<file path="src/rtl/lsu_byte_split.sv">
// lsu_byte_split: load/store unit in front of the 256x8 data memory.
// Accepts one CPU request at a time, performs one or two byte accesses
// (16-bit accesses are split into two sequential bytes) and returns a
// single-cycle response carrying the assembled load data.
module lsu_byte_split #(
  parameter bit BIG_ENDIAN = 1'b0,
  parameter bit ZERO_EXT   = 1'b1
) (
  input  logic        clk,
  input  logic        rst_n,
  input  logic        req_valid,
  output logic        req_ready,
  input  logic        req_write,
  input  logic        req_wide,
  input  logic [7:0]  req_addr,
  input  logic [15:0] req_wdata,
  output logic        resp_valid,
  output logic [15:0] resp_rdata,
  output logic        busy,
  output logic [7:0]  DataAddress,
  output logic        ReadMem,
  output logic        WriteMem,
  output logic [7:0]  DataIn,
  input  logic [7:0]  DataOut
);

  typedef enum logic [1:0] {
    IDLE = 2'd0,
    B0   = 2'd1,
    B1   = 2'd2,
    RESP = 2'd3
  } state_t;

  state_t      state;
  state_t      state_nxt;

  // Request fields captured at accept; req_* is ignored for the rest of the access.
  logic        lat_write;
  logic        lat_wide;
  logic [7:0]  lat_addr;
  logic [15:0] lat_wdata;

  // First byte returned by a wide load, held until the second byte arrives.
  logic [7:0]  first_byte;
  logic [15:0] rdata_nxt;
  logic        accept;

  // Narrow load result: zero- or sign-extension of the single byte.
  function automatic logic [15:0] extend_byte(input logic [7:0] b);
    logic signed [7:0]  b_s;
    logic signed [15:0] b_ext;
    b_s   = signed'(b);
    b_ext = 16'(b_s);
    if (ZERO_EXT)
      return {8'h00, b};
    else
      return b_ext;
  endfunction

  // Byte written in B0: narrow stores always use the low byte; wide stores
  // start with the high byte when big-endian.
  function automatic logic [7:0] first_wbyte(input logic wide, input logic [15:0] d);
    if (wide && BIG_ENDIAN)
      return d[15:8];
    else
      return d[7:0];
  endfunction

  // Byte written in B1 (wide stores only).
  function automatic logic [7:0] second_wbyte(input logic [15:0] d);
    if (BIG_ENDIAN)
      return d[7:0];
    else
      return d[15:8];
  endfunction

  // Wide load assembly from the byte read in B0 and the byte read in B1.
  function automatic logic [15:0] join_bytes(input logic [7:0] b_first, input logic [7:0] b_second);
    if (BIG_ENDIAN)
      return {b_first, b_second};
    else
      return {b_second, b_first};
  endfunction

  assign accept = req_valid && (state == IDLE);

  // Next-state and output decode; memory outputs depend only on state and latched fields.
  always_comb begin
    state_nxt   = state;
    req_ready   = 1'b0;
    busy        = 1'b1;
    resp_valid  = 1'b0;
    DataAddress = 8'h00;
    ReadMem     = 1'b0;
    WriteMem    = 1'b0;
    DataIn      = 8'h00;
    rdata_nxt   = resp_rdata;
    case (state)
      IDLE: begin
        req_ready = 1'b1;
        busy      = 1'b0;
        if (req_valid)
          state_nxt = B0;
      end
      B0: begin
        DataAddress = lat_addr;
        ReadMem     = !lat_write;
        WriteMem    = lat_write;
        DataIn      = lat_write ? first_wbyte(lat_wide, lat_wdata) : 8'h00;
        if (lat_wide) begin
          state_nxt = B1;
        end else begin
          state_nxt = RESP;
          rdata_nxt = lat_write ? 16'h0000 : extend_byte(DataOut);
        end
      end
      B1: begin
        DataAddress = lat_addr + 8'd1;
        ReadMem     = !lat_write;
        WriteMem    = lat_write;
        DataIn      = lat_write ? second_wbyte(lat_wdata) : 8'h00;
        state_nxt   = RESP;
        rdata_nxt   = lat_write ? 16'h0000 : join_bytes(first_byte, DataOut);
      end
      RESP: begin
        resp_valid = 1'b1;
        state_nxt  = IDLE;
      end
      default: begin
        state_nxt = IDLE;
      end
    endcase
  end

  // State register; reset aborts any access in flight.
  always_ff @(posedge clk or negedge rst_n) begin
    if (!rst_n)
      state <= IDLE;
    else
      state <= state_nxt;
  end

  // Capture request fields on accept.
  always_ff @(posedge clk or negedge rst_n) begin
    if (!rst_n) begin
      lat_write <= 1'b0;
      lat_wide  <= 1'b0;
      lat_addr  <= 8'h00;
      lat_wdata <= 16'h0000;
    end else if (accept) begin
      lat_write <= req_write;
      lat_wide  <= req_wide;
      lat_addr  <= req_addr;
      lat_wdata <= req_wdata;
    end
  end

  // Hold the first byte of a wide load until B1 completes the word.
  always_ff @(posedge clk or negedge rst_n) begin
    if (!rst_n)
      first_byte <= 8'h00;
    else if (state == B0 && !lat_write)
      first_byte <= DataOut;
  end

  // Response data is updated on entry to RESP and held until the next response.
  always_ff @(posedge clk or negedge rst_n) begin
    if (!rst_n)
      resp_rdata <= 16'h0000;
    else
      resp_rdata <= rdata_nxt;
  end

  // Memory strobes never overlap and only appear in the byte states.
  a_strobe_excl: assert property (@(posedge clk) disable iff (!rst_n)
    !(ReadMem && WriteMem));
  a_strobe_state: assert property (@(posedge clk) disable iff (!rst_n)
    (ReadMem || WriteMem) |-> (state == B0 || state == B1));

endmodule

</file>
<file path="config.mk">
export PLATFORM = sky130hd
export DESIGN_NAME = lsu_byte_split
export DESIGN_NICKNAME = d
export VERILOG_FILES = /design/src/rtl/lsu_byte_split.sv
export SDC_FILE = /design/constraint.sdc
export NUM_CORES = 1
export LEC_CHECK = 0
export ABC_AREA = 1
export CORE_ASPECT_RATIO = 2
export CORE_UTILIZATION = 35
export CTS_BUF_LIST = sky130_fd_sc_hd__clkbuf_8
export CTS_CLUSTER_DIAMETER = 100
export DETAILED_ROUTE_END_ITERATION = 16
export PLACE_DENSITY = 0.6
export SETUP_SLACK_MARGIN = 0.3
export SYNTH_ARGS = -nofsm -noshare
export SYNTH_HDL_FRONTEND = slang
export SYNTH_SLANG_ARGS = --single-unit
</file>
<file path="constraint.sdc">
create_clock -name clk -period 1.6 [get_ports clk]
set_clock_uncertainty 0.05 [all_clocks]
set_input_delay 0.32 -clock clk [delete_from_list [all_inputs] [get_ports clk]]
set_output_delay 0.32 -clock clk [all_outputs]
set_load 0.05 [all_outputs]
</file>
==> results of run 1 <==
==> path summary, 6_finish.rpt <==
check,startpoint,to,slack (ns),cells past startpoint
max,state[0],DataIn[4],-0.47,6
min,rst_n,resp_rdata[0],0.41,2
max reg2reg,state[0],resp_rdata[4],-0.23,9
min reg2reg,first_byte[6],first_byte[6],0.47,1
max in group asynchronous,rst_n,lat_wdata[15],0.58,3
min in group clk,first_byte[6],first_byte[6],0.47,1
==> cell families after synthesis <==
group / Yosys count / synth area share
mux: 28 / 0.123
flops: 52 / 0.508
simple gates: 99 / 0.163
compound gates: 49 / 0.127
fa+ha+maj: 5 / 0.0244
buf+inv: 27 / 0.0547
==> routing by layer <==
layer | vias to the layer above | share of wire | wire length (um) | track usage
li1 | 1123 | - | - | -
met1 | 1108 | 0.34 | 2450 | 0.180
met2 | 60 | 0.61 | 4350 | 0.385
met3 | 10 | 0.032 | 230 | 0.0369
met4 | 0 | 0.022 | 158 | 0.0887
met5 | - | 0 | 0 | 0
==> sequential cells by signal (all words and copies together) (netlist names) <==
name and cells:
lat_write 1, lat_wide 1, resp_rdata 16, state 2, lat_addr 8, first_byte 8
lat_wdata 16
==> worst reg2reg max path, delay by kind of cell, from the launching register on <==
family	cells	cell delay (ns)
compound gates	2	0.32
simple gates	1	0.06
buf+inv	5	0.75
fa+ha+maj	1	0.18
flops	1	0.41
==> cells in the mapped netlist <==
library cell / instances
dfrtp_1: 52
nand2_1: 38
nor2_1: 31
a21oi_1: 27
nand3_1: 27
mux2_2: 26
inv_1: 11
buf_2: 10
o21ai_0: 7
a31oi_2: 6
ha_1: 5
a21oi_2: 4
buf_6: 3
a31oi_1: 2
mux2_1: 2
a22o_1: 1
buf_4: 1
clkbuf_1: 1
inv_2: 1
nand2_2: 1
nand2_4: 1
nor3_1: 1
o21ai_4: 1
o22ai_1: 1
==> layout make-up <==
| type | instances | area, sq um |
|---|---|---|
| Timing Repair Buffer | 126 | 1690 |
| Clock buffer | 5 | 68.8 |
| Clock inverter | 3 | 42.5 |
| Tap cell | 90 | 113 |
| Fill cell | 526 | 2140 |
| Multi-Input combinational cell | 182 | 1590 |
| Inverter | 12 | 51.3 |
| Sequential cell | 52 | 1300 |
==> stage by stage <==
step                      hold WS [ns]  instance area (sq um)
after floorplan                -0.0256                   2810
after global placement           0.222                   4210
after detailed placement         0.219                   4210
after CTS                        0.406                   4680
after global routing             0.441                   4860
final                            0.407                   4860
==> repair_timing <==
| action | 4_1_cts | 5_1_grt |
|---|---|---|
| hold endpoints to repair | 14 | 0 |
| pin swaps | 2 | 2 |
| gates cloned | 4 | 1 |
| hold buffers | 1 | 0 |
| endpoints found under the setup margin | 72 | 83 |
| resized for setup | 56 | 30 |
| setup buffers | 7 | 7 |
==> qor.csv, run 1 <==
metric,value,unit
setup_ws,-0.473,ns
drv_slew,0,
grt_setup_unrepaired,yes,
final_common_cell,dfrtp_1,
final_cell_mix,"51 x dfrtp_1, 44 x buf_12, 35 x clkdlybuf4s50_1",
numPortBuffers,73,
crit_required,1.23,ns
core_area,6990,sq um
hold_viol,0,
avgSynthCellArea,9.85,sq um
fmax,482,MHz
hp-class,in -> async,
initial_core_util,0.366,
cts_max_level,2,
ys_seq_elements,52,
synth_nets,302,
drt_wl_total,7.19,mm
dieHeight,123,um
root_buffer,clkbuf_8,
cp_max_fo,8,
num_vias,2301,
start_kind,register,
n_antenna_cell,0,
dpl_worst_slack,-0.181,ns
fin_crit,2.07,ns
cts_buffers,5,
nNetsFinal,421,
fin_crit_sh,1.30,
cts_tree,built,
cp.buffers_inverters,3,
crit_chain,inv_2 -> buf_6 -> ha_4 -> nand2_4 -> a21oi_4 -> buf_12,
die_w,62.5,um
grt_first_pass_wirelength,11.1,mm
gp_congestion,0.878,
antenna_found_initial,0,
syn_to_final_growth,89.7,%
routedWlPerCell,15.3,um
grt_usage,0.191,
dr.pass1.iters,4,
synthCells,260,
critPathArrivalTime,1.70,ns
ios,74,
overflow,0,
cts.path.max_buffers,2,
cpMaxStageDelayCell,dfrtp_1,
post-route-util,0.694,
cts.sinks,52,
tns,-13.58,ns
die_area,7680,sq um
crit_family,flip-flops,
worstSetupPathType,reg -> out,
synth_top_area_share,0.508,
viasPerCell,4.90,
slew_headroom,0.686,
grt_max_degree,27,
max_stage_delay,0.38,ns
drtIter0Drc,56,
grt_pass1_vias,2384,
setup_viol,57,
outcome,finished with violations,
drc,0,
insertion_delay,0.32,ns
worstMarginPinSlew,0.471,ns
drtAntennaViolNets,0,
dp.cells,442,
layout.cells.non_filler,470,
clk_pin_slew_worst_paths,0.09,ns
endpoint_kind,primary output,
yosys.area.top_type,dfrtp_1,
ys_types,24,
dp_hpwl,5.01,mm
drive_above_1_share,0.518,
synth_area_leaders,"dfrtp_1 51%, mux2_2 11%, nand2_1 5.6%",
failed_checks,negative setup slack,
ys_seq_area_frac,0.508,
syn_area,2560,sq um
yosys_warnings,0,
row_count,43,
max-cap-violations,0,
Power of run 1 is left out: the tool's default activity adds up to more than one toggle a clock period on the data nets, which glitch-free logic cannot reach.
==> run 2, diff against run 1 <==
--- a/config.mk
+++ b/config.mk
@@ -11,8 +11,10 @@
 export CTS_BUF_LIST = sky130_fd_sc_hd__clkbuf_8
 export CTS_CLUSTER_DIAMETER = 100
 export DETAILED_ROUTE_END_ITERATION = 16
-export PLACE_DENSITY = 0.6
+export HOLD_SLACK_MARGIN = 0.1
+export PLACE_DENSITY = 0.58
 export SETUP_SLACK_MARGIN = 0.3
+export SKIP_LAST_GASP = 1
 export SYNTH_ARGS = -nofsm -noshare
 export SYNTH_HDL_FRONTEND = slang
 export SYNTH_SLANG_ARGS = --single-unit
==> constraint.sdc (replaced) <==
create_clock -name clk -period 1.94 [get_ports clk]
set_clock_uncertainty 0.05 [all_clocks]
set_input_delay 0.388 -clock clk [delete_from_list [all_inputs] [get_ports clk]]
set_output_delay 0.388 -clock clk [all_outputs]
set_load 0.05 [all_outputs]
==> run 2 against run 1 <==
Effect of this change: final cell count is 5.5% lower; the run still ends with negative setup slack left; sequential share of layout area is 4.3 points higher; count of clock-buffer cells in the layout stayed put; die area stayed put; flip-flop and latch count stayed put; utilization is 9.7 points lower; worst setup slack better by 0.28 ns; register-to-register slack better by 0.27 ns; critical path depth stayed put; first-iteration DRC count is 23% lower; cell area is 14% lower; largest cell class is now multi-input combinational cells.
==> qor.csv, run 2 (same netlist as run 1, synthesis figures left out) <==
metric,value,unit,change
drv_slew,0,,unchanged
drc,0,,unchanged
cts.path.max_buffers,2,,unchanged
overflow,0,,unchanged
whs,0.459,ns,+0.0523 ns
setup_viol,18,,-68%
hp-class,reg -> reg,,
worstSetupPathType,reg -> out,,
viasPerCell,4.90,,about the same
cts_buffers,5,,unchanged
initial_core_util,0.366,,unchanged
crit_required,1.50,ns,+0.27 ns
fin_crit_sh,1.10,,
worstMarginPinSlew,0.829,ns,+0.357 ns
syn_to_final_growth,63.2,%,
die_w,62.5,um,unchanged
grt_setup_unrepaired,yes,,
clk_pin_slew_worst_paths,0.08,ns,about the same
fin_crit,2.13,ns,
die_area,7680,sq um,unchanged
grt_usage,0.177,,-0.0141
dieHeight,123,um,unchanged
grt_pass1_vias,2168,,-9.1%
critPathArrivalTime,1.70,ns,about the same
final_cell_mix,"52 x dfrtp_1, 35 x clkdlybuf4s50_1, 32 x nand2_1",,
start_kind,register,,
dp_hpwl,4.51,mm,-9.9%
numPortBuffers,73,,unchanged
insertion_delay,0.31,ns,about the same
fmax,469,MHz,
failed_checks,negative setup slack,,
ios,74,,unchanged
root_buffer,clkbuf_8,,
dr.pass1.iters,3,,-1
core_area,6990,sq um,unchanged
endpoint_kind,primary output,,
max-cap-violations,0,,unchanged
n_antenna_cell,0,,unchanged
setup_ws,-0.194,ns,+0.279 ns
drtAntennaViolNets,0,,unchanged
outcome,finished with violations,,
drive_above_1_share,0.427,,-0.0919
routedWlPerCell,14.0,um,-8.3%
cts_max_level,2,,unchanged
cts_tree,built,,
slew_headroom,0.446,,-0.240
antenna_found_initial,0,,unchanged
cts.sinks,52,,unchanged
gp_congestion,0.810,,-7.8%
hold_viol,0,,unchanged
cp_max_fo,4,,-4
grt_max_degree,36,,+33%
final_common_cell,dfrtp_1,,
num_vias,2175,,-5.5%
nNetsFinal,396,,-5.9%
row_count,43,,unchanged
grt_first_pass_wirelength,10.3,mm,-7.0%
drt_wl_total,6.23,mm,-13%
drtIter0Drc,43,,-23%
top_regs,"lat_wdata x16, resp_rdata x16",,
post-route-util,0.597,,-0.0970
run 2: stage by stage:
stage	setup WS, ns	cell area [sq um]	setup TNS (ns)	cells
after global placement	0.0502	3840	0	419
after detailed placement	-0.0126	3840	-0.0470	419
after global routing	-0.265	4180	-5.43	444
final	-0.194	4180	-2.90	444
after CTS	-0.213	4080	-2.39	438
after floorplan	0.0863	2810	0	260
run 2: worst max-delay path, stage by stage, from the launching register on:
cell     delay (ns)
dfrtp_1        0.44
inv_2          0.10
ha_4           0.32
buf_4          0.14
nand2_8        0.07
a21oi_4        0.16
buf_12         0.15
run 2: layout make-up:
type,instances,area (sq um)
repair buffers,101,1200
flip-flops and latches,52,1300
well taps,90,113
clock buffers,5,68.8
inverters,12,58.8
clock inverters,2,8.76
multi-input cells,182,1430
fillers,618,2820
run 2: path summary, 6_finish.rpt:
check,from,end,slack (ns),cells after the start
min,lat_wdata[2],lat_wdata[2],0.46,1
max in group asynchronous,rst_n,lat_wdata[11],0.82,3
max,state[0],DataIn[0],-0.19,6
min reg2reg,lat_wdata[2],lat_wdata[2],0.46,1
min in group asynchronous,rst_n,resp_rdata[8],0.49,2
max reg2reg,state[1],resp_rdata[7],0.04,6
run 2: routing by layer:
| metal | routed length (um) | share of wire | GRT usage | vias to the layer above |
|---|---|---|---|---|
| met5 | 0 | 0 | 0 | - |
| met1 | 2270 | 0.36 | 0.179 | 1036 |
| met4 | 128 | 0.021 | 0.100 | 0 |
| met3 | 323 | 0.052 | 0.0452 | 7 |
| li1 | - | - | - | 1073 |
| met2 | 3500 | 0.56 | 0.326 | 59 |
run 2: timing repair:
item,in CTS,in global routing
hold buffers,1,0
pin swaps,12,10
setup endpoints to repair,48,49
gates resized for setup,32,34
buffers inserted,10,6
hold endpoints to repair,17,0
gates cloned,1,0
Power of run 2 is left out for the same reason.
